<file path="config.mk">
export PLATFORM = sky130hd
export DESIGN_NAME = bist_march_controller
export DESIGN_NICKNAME = d
export VERILOG_FILES = /design/src/rtl/bist_pkg.sv /design/src/rtl/bist_march_controller_addr_gen.sv /design/src/rtl/bist_march_controller.sv
export SDC_FILE = /design/constraint.sdc
export NUM_CORES = 1
export LEC_CHECK = 0
export CORE_MARGIN = 1.5
export CORE_UTILIZATION = 25
export CTS_CLUSTER_DIAMETER = 30
export CTS_CLUSTER_SIZE = 8
export DETAILED_ROUTE_END_ITERATION = 10
export GPL_TIMING_DRIVEN = 0
export SLEW_MARGIN = 20
export SYNTH_ARGS = -nofsm -noshare
export SYNTH_HDL_FRONTEND = slang
export SYNTH_SLANG_ARGS = --single-unit
</file>
<file path="constraint.sdc">
create_clock -name clk -period 3.8 [get_ports clk]
set_input_delay 0.38 -clock clk [delete_from_list [all_inputs] [get_ports clk]]
set_output_delay 0.38 -clock clk [all_outputs]
set_load 0.01 [all_outputs]
</file>
<file path="src/rtl/bist_pkg.sv">
// Shared types and March C- element table for the BIST sequencer.
package bist_pkg;

    typedef enum logic [1:0] {
        IDLE  = 2'd0,
        RUN   = 2'd1,
        DRAIN = 2'd2,
        DONE  = 2'd3
    } state_e;

    typedef struct packed {
        logic is_read;
        logic value_is_ones;
    } march_op_t;

    localparam int unsigned MARCH_ELEMS = 6;
    localparam int unsigned ELEM_W      = 3;
    localparam int unsigned OPS_PER_EL  = 2;

    localparam logic [ELEM_W-1:0] ELEM_LAST = ELEM_W'(MARCH_ELEMS - 1);

    // Bit e set: element e walks N-1 down to 0
    localparam logic [MARCH_ELEMS-1:0] ELEM_DOWN    = 6'b011000;
    // Bit e set: element e has two operations (read then write)
    localparam logic [MARCH_ELEMS-1:0] ELEM_TWO_OPS = 6'b011110;

    // Op list indexed by {elem, op}; unused second slots of M0/M5 are don't-care
    localparam march_op_t [OPS_PER_EL*MARCH_ELEMS-1:0] ELEM_OPS =
        24'b00_10_00_11_01_10_00_11_01_10_00_00;

    function automatic march_op_t march_op(input logic [ELEM_W-1:0] elem,
                                           input logic              op_idx);
        return ELEM_OPS[{elem, op_idx}];
    endfunction

endpackage

</file>
<file path="src/rtl/bist_march_controller_addr_gen.sv">
// Loadable up/down address counter with terminal-address flag.
module bist_addr_gen #(
    parameter int unsigned ADDR_WIDTH = 8
) (
    input  logic                  clk,
    input  logic                  rst_n,
    input  logic                  load,
    input  logic                  load_down,
    input  logic                  step,
    input  logic                  down,
    output logic [ADDR_WIDTH-1:0] addr,
    output logic                  at_end_c
);

    assign at_end_c = down ? (addr == '0) : (addr == '1);

    always_ff @(posedge clk or negedge rst_n) begin
        if (!rst_n) begin
            addr <= '0;
        end else if (load) begin
            addr <= load_down ? '1 : '0;
        end else if (step) begin
            addr <= down ? addr - ADDR_WIDTH'(1) : addr + ADDR_WIDTH'(1);
        end
    end

endmodule

</file>
<file path="src/rtl/bist_march_controller.sv">
// March C- BIST sequencer driving the test side of the memory mux,
// with one-cycle-delayed read compare and first-fail capture.
module bist_march_controller
    import bist_pkg::*;
#(
    parameter int unsigned ADDR_WIDTH = 8,
    parameter int unsigned DATA_WIDTH = 8
) (
    input  logic                  clk,
    input  logic                  rst_n,
    input  logic                  start,
    input  logic [DATA_WIDTH-1:0] mem_rdata,
    output logic                  NbarT,
    output logic [ADDR_WIDTH-1:0] bist_addr,
    output logic [DATA_WIDTH-1:0] bist_data,
    output logic                  mem_we,
    output logic                  mem_re,
    output logic                  done,
    output logic                  fail,
    output logic [ADDR_WIDTH-1:0] fail_addr,
    output logic [2:0]            fail_element
);

    state_e              state, state_n;
    logic [ELEM_W-1:0]   elem, elem_n;
    logic                op_idx, op_n;
    march_op_t           op_nx;

    logic                ag_load, ag_load_down, ag_step, ag_down;
    logic                at_end_c;

    logic                nbart_n, we_n, re_n, done_n, fail_n;
    logic [DATA_WIDTH-1:0] data_n;
    logic [ADDR_WIDTH-1:0] fail_addr_n;
    logic [2:0]            fail_elem_n;

    logic                  cmp_valid;
    logic [DATA_WIDTH-1:0] exp_q;
    logic [ADDR_WIDTH-1:0] cmp_addr;
    logic [ELEM_W-1:0]     cmp_elem;
    logic                  mismatch_c;

    assign ag_down    = ELEM_DOWN[elem];
    assign mismatch_c = cmp_valid && (mem_rdata != exp_q);

    bist_addr_gen #(
        .ADDR_WIDTH (ADDR_WIDTH)
    ) u_addr_gen (
        .clk       (clk),
        .rst_n     (rst_n),
        .load      (ag_load),
        .load_down (ag_load_down),
        .step      (ag_step),
        .down      (ag_down),
        .addr      (bist_addr),
        .at_end_c  (at_end_c)
    );

    // Next state, sequencing indices and next values of registered outputs
    always_comb begin
        state_n      = state;
        elem_n       = elem;
        op_n         = op_idx;
        ag_load      = 1'b0;
        ag_load_down = 1'b0;
        ag_step      = 1'b0;
        done_n       = done;
        fail_n       = fail;
        fail_addr_n  = fail_addr;
        fail_elem_n  = fail_element;

        if (mismatch_c && !fail) begin
            fail_n      = 1'b1;
            fail_addr_n = cmp_addr;
            fail_elem_n = cmp_elem;
        end

        case (state)
            IDLE, DONE: begin
                if (start) begin
                    state_n      = RUN;
                    elem_n       = '0;
                    op_n         = 1'b0;
                    ag_load      = 1'b1;
                    ag_load_down = ELEM_DOWN[0];
                    done_n       = 1'b0;
                    fail_n       = 1'b0;
                    fail_addr_n  = '0;
                    fail_elem_n  = '0;
                end
            end
            RUN: begin
                if (!op_idx && ELEM_TWO_OPS[elem]) begin
                    op_n = 1'b1;
                end else begin
                    op_n = 1'b0;
                    if (at_end_c) begin
                        if (elem == ELEM_LAST) begin
                            state_n = DRAIN;
                        end else begin
                            elem_n       = elem + ELEM_W'(1);
                            ag_load      = 1'b1;
                            ag_load_down = ELEM_DOWN[elem_n];
                        end
                    end else begin
                        ag_step = 1'b1;
                    end
                end
            end
            DRAIN: begin
                state_n = DONE;
                done_n  = 1'b1;
            end
            default: begin
                state_n = IDLE;
            end
        endcase

        op_nx   = march_op(elem_n, op_n);
        nbart_n = (state_n == RUN) || (state_n == DRAIN);
        we_n    = (state_n == RUN) && !op_nx.is_read;
        re_n    = (state_n == RUN) &&  op_nx.is_read;
        data_n  = ((state_n == RUN) && op_nx.value_is_ones) ? '1 : '0;
    end

    always_ff @(posedge clk or negedge rst_n) begin
        if (!rst_n) begin
            state        <= IDLE;
            elem         <= '0;
            op_idx       <= 1'b0;
            NbarT        <= 1'b0;
            bist_data    <= '0;
            mem_we       <= 1'b0;
            mem_re       <= 1'b0;
            done         <= 1'b0;
            fail         <= 1'b0;
            fail_addr    <= '0;
            fail_element <= '0;
            cmp_valid    <= 1'b0;
            exp_q        <= '0;
            cmp_addr     <= '0;
            cmp_elem     <= '0;
        end else begin
            state        <= state_n;
            elem         <= elem_n;
            op_idx       <= op_n;
            NbarT        <= nbart_n;
            bist_data    <= data_n;
            mem_we       <= we_n;
            mem_re       <= re_n;
            done         <= done_n;
            fail         <= fail_n;
            fail_addr    <= fail_addr_n;
            fail_element <= fail_elem_n;
            // Expected value travels with the read; compared when data returns
            cmp_valid    <= mem_re;
            exp_q        <= bist_data;
            cmp_addr     <= bist_addr;
            cmp_elem     <= elem;
        end
    end

endmodule
</file>
==> metrics, run 1 <==
Antenna diodes 0; fraction of the cycle the final worst path needs a little under nine tenths; grt met2 use between 10% and 20%; DRC 0; clock tree from TritonCTS done; Yosys Warn Count 0; post-route clock skew 0.0102 ns; floorplan row count 35; Util after Layout 33.8%; Final Hold Vio Count 0; max-slew violation total from the final report 0; Data required, critical path 3.98 ns; post-synthesis sequential element count 44; CP endpoint kind flip-flop; Total Power 1740 uW; Net Count, Synth 269; CP max-delay cell dfrtp_1; starting density of the core 26.2%; horizontal extent of the die 102 um; drt initial violations 126; met1 demand-to-capacity share in global routing 12.8%; standard cell core area around 0.0094 mm2; Post-Route Setup TNS 0 ns; Routed WL per cell 12.2 um; commonest non-fill, non-tap cell in the layout dfrtp_1; peak clock frequency supported by timing ~300 MHz; synthesis-to-finish area growth 29.0%; unrepaired setup endpoints after global routing no; clk slew on worst S/H paths roughly 0.09 ns; Netlist Area Pre-Place between 0.002 and 0.0025 mm2; clock latency of the later-clocked register in the worst-skew pair roughly 0.30 ns; DPL Wire Length 3920 um; minimum clock period approximately 3.2 ns; number of global-route vias before repair 1,905; overall fraction of global-route tracks in use 10.3%; global routing's busiest layer met2; worst-margin pin slew 0.710 ns; Pre-antenna DRT Iters 4; count of unique library cells instantiated by Yosys 49; leakage power of the design 0.00137 uW; largest net degree at the start of global routing 28; total of buffers placed on input and output ports 42; max-cap viol count 0; leftover overflow at the end of global routing 0; die footprint 0.0104 mm2; Post-CTS Setup Inserts 0; count of buffering cells on the critical path with inverters included 1; run status finished clean; worst supply voltage drop on vdd 194 uV; initial antenna violation count 0; number of buffers inserted for hold repair after clock tree synthesis 0; fraction of final layout cells with drive strength greater than 1 13.4%; number of vias per cell 4.50; Final Routed Wirelength 5140 um; Slew Limit Headroom 52.6%; CP peak stage delay 0.49 ns; met3 usage in global routing 2.87%; worst min path class primary input to asynchronous set/reset pin; syn_area_per_cell approximately 10 um2; Final ANT Viol Nets 0; count of flip-flops with a built-in enable after synthesis 0; Max Root-Sink Buffers 2; Die Y 102 um; maximum level of the CTS H-tree 2; Largest delay share family, worst path simple AND/OR/NAND/NOR gates; number of setup violations in the final report 0; most frequent cells in the layout dfrtp_1 (44), clkdlybuf4s50_1 (41), nor2_1 (30), nand2_1 (20), a21oi_1 (20); number of top-level pins 43; top flip-flop cell by instance count after synthesis dfrtp_1; type of the setup path with the least slack flip-flop to flip-flop; Syn Inst Count 241; series of cell instances along the critical path ha_1 -> nor2b_2 -> or4_1 -> buf_6 -> a21oi_1 -> a21oi_1 -> o21ai_0 -> nand2_1 -> ha_1 -> and2_2 -> o41ai_1; asr flop ratio synth 100%; number of buffers created by CTS 5; clock tree root buffer cell clkbuf_8; pwr dens 550 mW/mm2; type of element launching the critical path flip-flop; critical path data arrival time 3.42 ns; number of nets in the layout 319; number of vias in the routed layout 1,894; Seq/Total Area, Yosys 44.9%; Resized Gates After CTS 0; RePlAce Congestion 0.814; largest fanout of any net on the critical path 8; Sinks on Clock Net 44; first-pass GRT wire length 8480 um
-- per-layer routing --
metal	share of wire (%)	wire, um	vias up
met3	4.7	240	11
met1	46	2350	904
met5	0	0	-
li1	-	-	935
met4	1.8	95	0
met2	48	2460	44
-- logic make-up (layout without fill, tap and decap cells) --
| family | after synthesis | in the layout | synth area share (%) |
|---|---|---|---|
| buffers and inverters | 26 | 77 | 5.87 |
| AO/OA/AOI/OAI | 44 | 44 | 13.1 |
| flip-flops | 44 | 44 | 44.9 |
| AND/OR/NAND/NOR | 88 | 88 | 18.4 |
| adder cells (fa/ha/maj) | 17 | 17 | 8.98 |
| multiplexers | 15 | 15 | 6.18 |
| XOR/XNOR | 7 | 7 | 2.50 |
-- flip-flops by register name (all words and copies together) (netlist names), 2 cells and up --
register,cells
cmp_elem,3
cmp_addr,8
u_addr_gen.addr,8
elem,3
state,2
fail_addr,8
fail_element,3
-- Yosys cell counts, types with 2 or more instances --
library cell	n	area, um2
nand3_1	5	25.0
xnor2_1	4	35.0
o211ai_1	2	15.0
nand4_1	4	25.0
nand2_1	20	75.1
xor2_1	3	26.3
and2b_2	2	17.5
buf_6	2	22.5
nor4b_1	2	17.5
nand2b_1	2	12.5
nor4_1	3	18.8
ha_1	16	200
a21oi_1	20	100
or2_2	2	12.5
o41ai_1	2	17.5
mux2i_1	14	140
clkbuf_1	2	7.51
nor2_1	30	113
o21ai_0	7	35.0
and2_1	4	25.0
inv_1	12	45.0
and2_2	2	15.0
a2111oi_2	2	30.0
nor3_1	3	15.0
buf_4	8	60.1
or2b_2	2	17.5
dfrtp_1	44	1100
-- cell type report --
class | count | area [um2]
plain buffers | 14 | 98.8
clock buffers | 5 | 68.8
clock inverters | 3 | 46.3
fillers | 963 | 6210
inverters | 12 | 45.0
multi-input cells | 171 | 1210
flip-flops and latches | 44 | 1100
well taps | 129 | 161
repair buffers | 43 | 435
-- worst reg2reg max path, cell delays in order (launching register included) --
cell and delay (ns):
dfrtp_1 0.49, ha_1 0.29, nor2b_2 0.17, or4_1 0.48, buf_6 0.16, a21oi_1 0.33
a21oi_1 0.12, o21ai_0 0.21, nand2_1 0.15, ha_1 0.29, and2_2 0.16, o41ai_1 0.27
-- path summary, 6_finish.rpt --
check | cells past startpoint | slack, ns | to | start
min | 1 | 0.01 | done | rst_n
max | 11 | 0.56 | bist_data[6] | elem[0]
min reg2reg | 0 | 0.38 | cmp_valid | mem_re
max reg2reg | 11 | 0.56 | bist_data[6] | elem[0]
max in group asynchronous | 2 | 3.30 | cmp_elem[1] | rst_n
min in group clk | 0 | 0.38 | cmp_valid | mem_re
-- power by group --
group,leakage (uW),switching [uW],internal [uW]
logic,0.000749,343,323
registers,0.000570,119,586
clock network,0.0000548,172,198
-- stage by stage --
| step | setup WS [ns] | cells | cell area, um2 | hold WS [ns] |
|---|---|---|---|---|
| CTS | 0.536 | 421 | 3160 | 0.0267 |
| global placement | 0.609 | 412 | 3030 | 0.370 |
| global route | 0.323 | 421 | 3160 | 0.0399 |
| detailed placement | 0.549 | 413 | 3050 | 0.358 |
| floorplan | 0.947 | 241 | 2450 | 0.0844 |
| finish | 0.558 | 421 | 3160 | 0.0128 |
(Power assumes the default switching activity.)
==> run 2: changes to the inputs <==
Settings changed: TNS_END_PERCENT from default to 1.
==> results of run 2 <==
The final DEF is identical to that of run 1; final timing and power are the same.
